==> src/rtl/mc_ctrl_pkg.sv <==
// Shared definitions for the RV32I multi-cycle controller: opcodes, FSM states,
// datapath mux encodings and the control vector driven by mc_ctrl_decode.
package mc_ctrl_pkg;

  localparam logic [6:0] OPCODE_LOAD    = 7'b0000011;
  localparam logic [6:0] OPCODE_STORE   = 7'b0100011;
  localparam logic [6:0] OPCODE_ARITH_R = 7'b0110011;
  localparam logic [6:0] OPCODE_ARITH_I = 7'b0010011;
  localparam logic [6:0] OPCODE_LUI     = 7'b0110111;
  localparam logic [6:0] OPCODE_AUIPC   = 7'b0010111;
  localparam logic [6:0] OPCODE_BRANCH  = 7'b1100011;
  localparam logic [6:0] OPCODE_JAL     = 7'b1101111;
  localparam logic [6:0] OPCODE_JALR    = 7'b1100111;
  localparam logic [6:0] OPCODE_SYSTEM  = 7'b1110011;

  typedef enum logic [2:0] {
    ST_RST    = 3'd0,
    ST_FETCH  = 3'd1,
    ST_DECODE = 3'd2,
    ST_EXEC   = 3'd3,
    ST_MEM    = 3'd4,
    ST_WB     = 3'd5,
    ST_HALT   = 3'd6,
    ST_TRAP   = 3'd7
  } state_e;

  localparam logic [1:0] PC_SRC_ALU    = 2'd0;
  localparam logic [1:0] PC_SRC_ALUOUT = 2'd1;
  localparam logic [1:0] PC_SRC_JALR   = 2'd2;

  localparam logic [1:0] ALU_A_PC    = 2'd0;
  localparam logic [1:0] ALU_A_RS1   = 2'd1;
  localparam logic [1:0] ALU_A_OLDPC = 2'd2;
  localparam logic [1:0] ALU_A_ZERO  = 2'd3;

  localparam logic [1:0] ALU_B_RS2  = 2'd0;
  localparam logic [1:0] ALU_B_FOUR = 2'd1;
  localparam logic [1:0] ALU_B_IMM  = 2'd2;

  localparam logic [1:0] ALU_OP_ADD   = 2'd0;
  localparam logic [1:0] ALU_OP_FUNCT = 2'd1;
  localparam logic [1:0] ALU_OP_CMP   = 2'd2;

  localparam logic [1:0] WB_SEL_ALUOUT = 2'd0;
  localparam logic [1:0] WB_SEL_MDR    = 2'd1;
  localparam logic [1:0] WB_SEL_PC4    = 2'd2;

  typedef enum logic [3:0] {
    OP_R, OP_I, OP_LOAD, OP_STORE, OP_LUI, OP_AUIPC,
    OP_BRANCH, OP_JAL, OP_JALR, OP_SYSTEM, OP_BAD
  } op_class_e;

  typedef struct packed {
    logic       mem_req;
    logic       mem_we;
    logic       mem_addr_sel;
    logic       ir_we;
    logic       pc_we;
    logic [1:0] pc_src;
    logic       oldpc_we;
    logic [1:0] alu_src_a;
    logic [1:0] alu_src_b;
    logic [1:0] alu_op;
    logic       reg_we;
    logic [1:0] wb_sel;
    logic       instr_done;
    logic       halted;
  } ctrl_t;

  function automatic op_class_e classify(input logic [6:0] opc);
    case (opc)
      OPCODE_ARITH_R: return OP_R;
      OPCODE_ARITH_I: return OP_I;
      OPCODE_LOAD:    return OP_LOAD;
      OPCODE_STORE:   return OP_STORE;
      OPCODE_LUI:     return OP_LUI;
      OPCODE_AUIPC:   return OP_AUIPC;
      OPCODE_BRANCH:  return OP_BRANCH;
      OPCODE_JAL:     return OP_JAL;
      OPCODE_JALR:    return OP_JALR;
      OPCODE_SYSTEM:  return OP_SYSTEM;
      default:        return OP_BAD;
    endcase
  endfunction

endpackage

==> src/rtl/mc_ctrl_decode.sv <==
// Combinational control decode: current state plus opcode to the full
// datapath control vector, including the retire pulse and halted flag.
module mc_ctrl_decode
  import mc_ctrl_pkg::*;
(
  input  state_e     state,
  input  logic [6:0] opcode,
  input  logic       mem_ready,
  input  logic       br_taken,
  output ctrl_t      ctrl
);

  op_class_e op;

  always_comb begin
    ctrl = '0;
    op   = classify(opcode);
    case (state)
      ST_FETCH: begin
        ctrl.mem_req      = 1'b1;
        ctrl.mem_addr_sel = 1'b0;
        if (mem_ready) begin
          // PC <= PC + 4 while IR and OldPC capture the fetched word and old PC.
          ctrl.ir_we     = 1'b1;
          ctrl.oldpc_we  = 1'b1;
          ctrl.pc_we     = 1'b1;
          ctrl.pc_src    = PC_SRC_ALU;
          ctrl.alu_src_a = ALU_A_PC;
          ctrl.alu_src_b = ALU_B_FOUR;
          ctrl.alu_op    = ALU_OP_ADD;
        end
      end
      ST_DECODE: begin
        ctrl.alu_src_a = ALU_A_OLDPC;
        ctrl.alu_src_b = ALU_B_IMM;
        ctrl.alu_op    = ALU_OP_ADD;
      end
      ST_EXEC: begin
        case (op)
          OP_R: begin
            ctrl.alu_src_a = ALU_A_RS1;
            ctrl.alu_src_b = ALU_B_RS2;
            ctrl.alu_op    = ALU_OP_FUNCT;
          end
          OP_I: begin
            ctrl.alu_src_a = ALU_A_RS1;
            ctrl.alu_src_b = ALU_B_IMM;
            ctrl.alu_op    = ALU_OP_FUNCT;
          end
          OP_LOAD, OP_STORE: begin
            ctrl.alu_src_a = ALU_A_RS1;
            ctrl.alu_src_b = ALU_B_IMM;
            ctrl.alu_op    = ALU_OP_ADD;
          end
          OP_LUI: begin
            ctrl.alu_src_a = ALU_A_ZERO;
            ctrl.alu_src_b = ALU_B_IMM;
          end
          OP_AUIPC: begin
            ctrl.alu_src_a = ALU_A_OLDPC;
            ctrl.alu_src_b = ALU_B_IMM;
          end
          OP_BRANCH: begin
            ctrl.alu_src_a  = ALU_A_RS1;
            ctrl.alu_src_b  = ALU_B_RS2;
            ctrl.alu_op     = ALU_OP_CMP;
            ctrl.pc_we      = br_taken;
            ctrl.pc_src     = PC_SRC_ALUOUT;
            ctrl.instr_done = 1'b1;
          end
          OP_JAL: begin
            ctrl.pc_we      = 1'b1;
            ctrl.pc_src     = PC_SRC_ALUOUT;
            ctrl.reg_we     = 1'b1;
            ctrl.wb_sel     = WB_SEL_PC4;
            ctrl.instr_done = 1'b1;
          end
          OP_JALR: begin
            ctrl.alu_src_a  = ALU_A_RS1;
            ctrl.alu_src_b  = ALU_B_IMM;
            ctrl.alu_op     = ALU_OP_ADD;
            ctrl.pc_we      = 1'b1;
            ctrl.pc_src     = PC_SRC_JALR;
            ctrl.reg_we     = 1'b1;
            ctrl.wb_sel     = WB_SEL_PC4;
            ctrl.instr_done = 1'b1;
          end
          // Only reachable when SYSTEM is configured as a NOP.
          OP_SYSTEM: ctrl.instr_done = 1'b1;
          default: ;
        endcase
      end
      ST_MEM: begin
        ctrl.mem_req      = 1'b1;
        ctrl.mem_addr_sel = 1'b1;
        ctrl.mem_we       = (op == OP_STORE);
        ctrl.instr_done   = mem_ready && (op == OP_STORE);
      end
      ST_WB: begin
        ctrl.reg_we     = 1'b1;
        ctrl.wb_sel     = (op == OP_LOAD) ? WB_SEL_MDR : WB_SEL_ALUOUT;
        ctrl.instr_done = 1'b1;
      end
      ST_HALT, ST_TRAP: ctrl.halted = 1'b1;
      default: ;
    endcase
  end

endmodule

==> src/rtl/mc_ctrl.sv <==
// Multi-cycle RV32I control FSM: state register, next-state logic and
// retired-instruction counter; outputs come from mc_ctrl_decode.
module mc_ctrl
  import mc_ctrl_pkg::*;
#(
  parameter int CNT_W          = 32,
  parameter bit HALT_ON_SYSTEM = 1'b1
) (
  input  logic             clk,
  input  logic             rst_n,
  input  logic [31:0]      ir,
  input  logic             br_taken,
  input  logic             mem_ready,
  output logic             mem_req,
  output logic             mem_we,
  output logic             mem_addr_sel,
  output logic             ir_we,
  output logic             pc_we,
  output logic [1:0]       pc_src,
  output logic             oldpc_we,
  output logic [1:0]       alu_src_a,
  output logic [1:0]       alu_src_b,
  output logic [1:0]       alu_op,
  output logic             reg_we,
  output logic [1:0]       wb_sel,
  output logic             instr_done,
  output logic             halted,
  output logic [CNT_W-1:0] retired_cnt,
  output state_e           dbg_state
);

  // Memory handshake: while mem_req is high, mem_we and mem_addr_sel are held
  // constant; the transfer completes in the cycle mem_ready is high, and only
  // then does the FSM leave FETCH/MEM. mem_ready is ignored while mem_req is low.

  state_e           state_q, state_d;
  logic [CNT_W-1:0] retired_cnt_q, retired_cnt_d;
  ctrl_t            ctrl;
  op_class_e        op;
  logic             unused_ir;

  assign unused_ir = ^ir[31:7];

  mc_ctrl_decode u_decode (
    .state     (state_q),
    .opcode    (ir[6:0]),
    .mem_ready (mem_ready),
    .br_taken  (br_taken),
    .ctrl      (ctrl)
  );

  always_comb begin
    state_d       = state_q;
    retired_cnt_d = retired_cnt_q + CNT_W'(ctrl.instr_done);
    op            = classify(ir[6:0]);
    case (state_q)
      ST_RST:   state_d = ST_FETCH;
      ST_FETCH: if (mem_ready) state_d = ST_DECODE;
      ST_DECODE: begin
        if (op == OP_BAD)                            state_d = ST_TRAP;
        else if (op == OP_SYSTEM && HALT_ON_SYSTEM)  state_d = ST_HALT;
        else                                         state_d = ST_EXEC;
      end
      ST_EXEC: begin
        case (op)
          OP_R, OP_I, OP_LUI, OP_AUIPC: state_d = ST_WB;
          OP_LOAD, OP_STORE:            state_d = ST_MEM;
          default:                      state_d = ST_FETCH;
        endcase
      end
      ST_MEM: if (mem_ready) state_d = (op == OP_STORE) ? ST_FETCH : ST_WB;
      ST_WB:    state_d = ST_FETCH;
      ST_HALT:  state_d = ST_HALT;
      ST_TRAP:  state_d = ST_TRAP;
      default:  state_d = ST_RST;
    endcase
  end

  always_ff @(posedge clk or negedge rst_n) begin
    if (!rst_n) begin
      state_q       <= ST_RST;
      retired_cnt_q <= '0;
    end else begin
      state_q       <= state_d;
      retired_cnt_q <= retired_cnt_d;
    end
  end

  assign mem_req      = ctrl.mem_req;
  assign mem_we       = ctrl.mem_we;
  assign mem_addr_sel = ctrl.mem_addr_sel;
  assign ir_we        = ctrl.ir_we;
  assign pc_we        = ctrl.pc_we;
  assign pc_src       = ctrl.pc_src;
  assign oldpc_we     = ctrl.oldpc_we;
  assign alu_src_a    = ctrl.alu_src_a;
  assign alu_src_b    = ctrl.alu_src_b;
  assign alu_op       = ctrl.alu_op;
  assign reg_we       = ctrl.reg_we;
  assign wb_sel       = ctrl.wb_sel;
  assign instr_done   = ctrl.instr_done;
  assign halted       = ctrl.halted;
  assign retired_cnt  = retired_cnt_q;
  assign dbg_state    = state_q;

endmodule

==> config.mk <==
export PLATFORM = sky130hd
export DESIGN_NAME = mc_ctrl
export DESIGN_NICKNAME = d
export VERILOG_FILES = /design/src/rtl/mc_ctrl_pkg.sv /design/src/rtl/mc_ctrl_decode.sv /design/src/rtl/mc_ctrl.sv
export SDC_FILE = /design/constraint.sdc
export NUM_CORES = 1
export LEC_CHECK = 0
export ABC_AREA = 1
export BUFFER_PORTS_ARGS = -buffer_cell sky130_fd_sc_hd__buf_2
export CORE_MARGIN = 4
export CORE_UTILIZATION = 49
export DETAILED_ROUTE_END_ITERATION = 16
export PLACE_DENSITY_LB_ADDON = 0.12
export SLEW_MARGIN = 30
export SYNTH_ARGS = -nofsm -noshare
export SYNTH_HDL_FRONTEND = slang
export SYNTH_SLANG_ARGS = --single-unit
==> constraint.sdc <==
create_clock -name clk -period 2.3 [get_ports clk]
set_input_delay 0.46 -clock clk [delete_from_list [all_inputs] [get_ports clk]]
set_output_delay 0.46 -clock clk [all_outputs]
set_load 0.005 [all_outputs]
==> reports/metrics.cfg <==
[cells_and_area]
fillCellCount=360
area_growth_pct=39.3
drive_gt1_share_pct=39.4
n_antenna_cell=0
layoutNonFillerInstCount=448
fin_nets=433

[synthesis]
yosys-top-cells-area=dfrtp_1 (39%), nand2_1 (11%), inv_1 (6.4%)
synth_top_family_by_area=simple AND/OR/NAND/NOR gates
yosysTopAreaCell=dfrtp_1
synth_compound_area_share_pct=3.94
synth_top_area_share_pct=39.4
synth_edf_count=0
syn_avg_cell_area_um2=7.67
syn_inst=290
synth_common_cells=nand2_1 (66), inv_1 (38), dfrtp_1 (35), nor2_1 (30), nand3_1 (21)
synthAdderAreaFrac_pct=1.13
synth-simple-area-share_pct=37.3
ys_warn_count=0
synth.distinct_cells=28
synth-xor-area-share_pct=10.6
async_reset_ff_share_pct=100
ys_seq_area_share_pct=39.4
ys_seq_elements=35
synth_mux_area_share_pct=0
synth_nets=328
yosysMostFrequentCell=nand2_1
synth_ff_type=dfrtp_1
synthesis.area_um2=2220

[global_route]
grt.busiest_layer=met2
antenna_found_initial=0
grt_pass1_vias=2225
grt_remaining_overflow=0
grt_pass1_wl_um=9390
grt_util_met3_pct=4.35
gr-usage-met2_pct=38.8
grt_max_degree=36
grtUsageTotal_pct=21.4
grtUsageMet1_pct=24.9

[timing]
tightest_slew_ns=0.760
clock_skew_ns=0.00561
setup_tns_ns=0
whs_ns=0.240
layout_worst_path_cycle_share_pct=94.1
setup_viol=0
timing.slew.headroom_pct=49.3
fin_ws_ns=0.135
drv_slew=0
hold_violations=0
fmax_mhz=462
period_needed_ns=2.16

[run]
maxCapViolations=0

[drt]
drt-pass1-iter-count=4
viasPerCell=5.08
dr_total_vias=2278
drtIter0Drc=137
routed_wl_um=5770
final_antenna_net_count=0
wl_per_cell_um=12.9
drc=0

[critical_path]
r2r_cells=11
cp-end-kind=register
r2r_setup_slack_ns=0.14
worst-setup-path-type=in -> reg
worstReg2RegEnd=retired_cnt[25]
startpoint_type=input pin
crit_arrival_ns=2.34
rr_startpoint=dbg_state[1]
path_max_fanout=5
crit_required_ns=2.47

[pwr]
swShare_pct=37.2
pwr-share-clk_pct=21.4
power.switching_mw=0.740
total_leakage_power_nw=1.64
pwr-share-seq_pct=41.0
pwr-share-comb_pct=37.6
internal_power_mw=1.25
ir_drop_uv=440
powerDensity_nw_per_um2=642

[placement]
hpwl_um=4520
placed_cells=435
preCtsSetupSlack_ns=-0.325
io_buffers=64
gp_congestion=0.882

[cts]
cts_sinks=35
clk_latency_ns=0.29
cts_buffers=5
clk_path_buf_depth=2
htree_levels=2
cts_tree=done
cts_root_buf=clkbuf_8
path_clk_slew_ns=0.07

[min_path]
hp-class=in -> async

[floorplanning]
core_um2=4380
die_area_um2=5680
initial_core_util_pct=50.7
fp.dieW_um=75.4
die_height_um=75.4
rows=24
io_pins=90

[status]
outcome=completed

area by class of cell:
cell class	count	area [um2]	share of cell area [%]
clock buffers	7	76.3	2.46
clock inverters	1	5.00	0.162
inverters	43	161	5.21
multi-input cells	211	1330	42.9
flip-flops and latches	35	876	28.3
well taps	52	65.1	2.10
repair buffers	99	583	18.8
power by group through the flow:
stage	combinational, mW	clock [mW]	sequential, mW
after floorplan	0.354	0	0.817
after global placement	0.663	0	0.813
after detailed placement	0.675	0	0.817
after CTS	0.697	0.435	0.805
after global routing	0.833	0.459	0.833
final	0.747	0.426	0.816
stage by stage:
stage / area, um2 / util (%) / power [mW]
CTS: 2980 / 68.1 / 1.94
floorplan: 2270 / - / 1.17
finish: 3100 / 70.6 / 1.99
detailed placement: 2870 / 65.6 / 1.49
global route: 3100 / 70.6 / 2.12
global placement: 2870 / 65.6 / 1.48
worst max path at each step:
stage                             from  slack, ns               to
final                            ir[3]       0.14  retired_cnt[25]
after global routing             ir[1]      -0.02  retired_cnt[25]
after detailed placement         ir[3]      -0.33  retired_cnt[25]
after CTS                 dbg_state[2]      0.002  retired_cnt[25]
after global placement           ir[3]      -0.29  retired_cnt[25]
after floorplan                  ir[3]      0.004  retired_cnt[26]
state kept, by name (all words and copies together) (netlist names):
register / count
dbg_state: 3
retired_cnt: 32
critical path, cell delays in order:
cell and delay (ns):
buf_2 0.13, nor2_4 0.14, nand2_4 0.08, nor3_4 0.19
inv_2 0.06, nand2_2 0.07, o21ai_1 0.07, nand3_2 0.12
ha_4 0.17, nand3_4 0.09, nor2_4 0.14, nand2_4 0.08
nor3_4 0.26, nand4_1 0.15, xnor2_1 0.16
kinds of logic after synthesis:
family                   Yosys count
AO/OA/AOI/OAI                     15
XOR/XNOR                          27
adder cells (fa/ha/maj)            2
buffers and inverters             44
flip-flops                        35
AND/OR/NAND/NOR                  167
routing by layer:
layer,up-vias,routed length (um)
met5,-,0
met4,0,68
met2,65,3020
li1,1135,-
met3,6,294
met1,1072,2400
timing repair:
action,4_1_cts,5_1_grt
resized for setup,3,21
hold buffers,0,0
setup buffers,2,3
setup endpoints to repair,4,18
pin swaps,4,12
cell usage in the layout (no fill, tap or decap), types with 3 or more instances in the layout:
master    instances
buf_2            64
nand2_1          62
dfrtp_1          35
buf_4            35
inv_1            32
nor2_1           26
nand3_1          18
xor2_1           15
inv_2            11
xnor2_1          11
nand4_1          10
nor3_2            9
nor3_1            9
nor2_4            7
nand2_2           6
o21ai_0           5
clkbuf_8          5
nor2_2            4
nor3_4            3
nand3_4           3
a31oi_1           3
a21oi_1           3
Power figures use the tool's default switching activity.
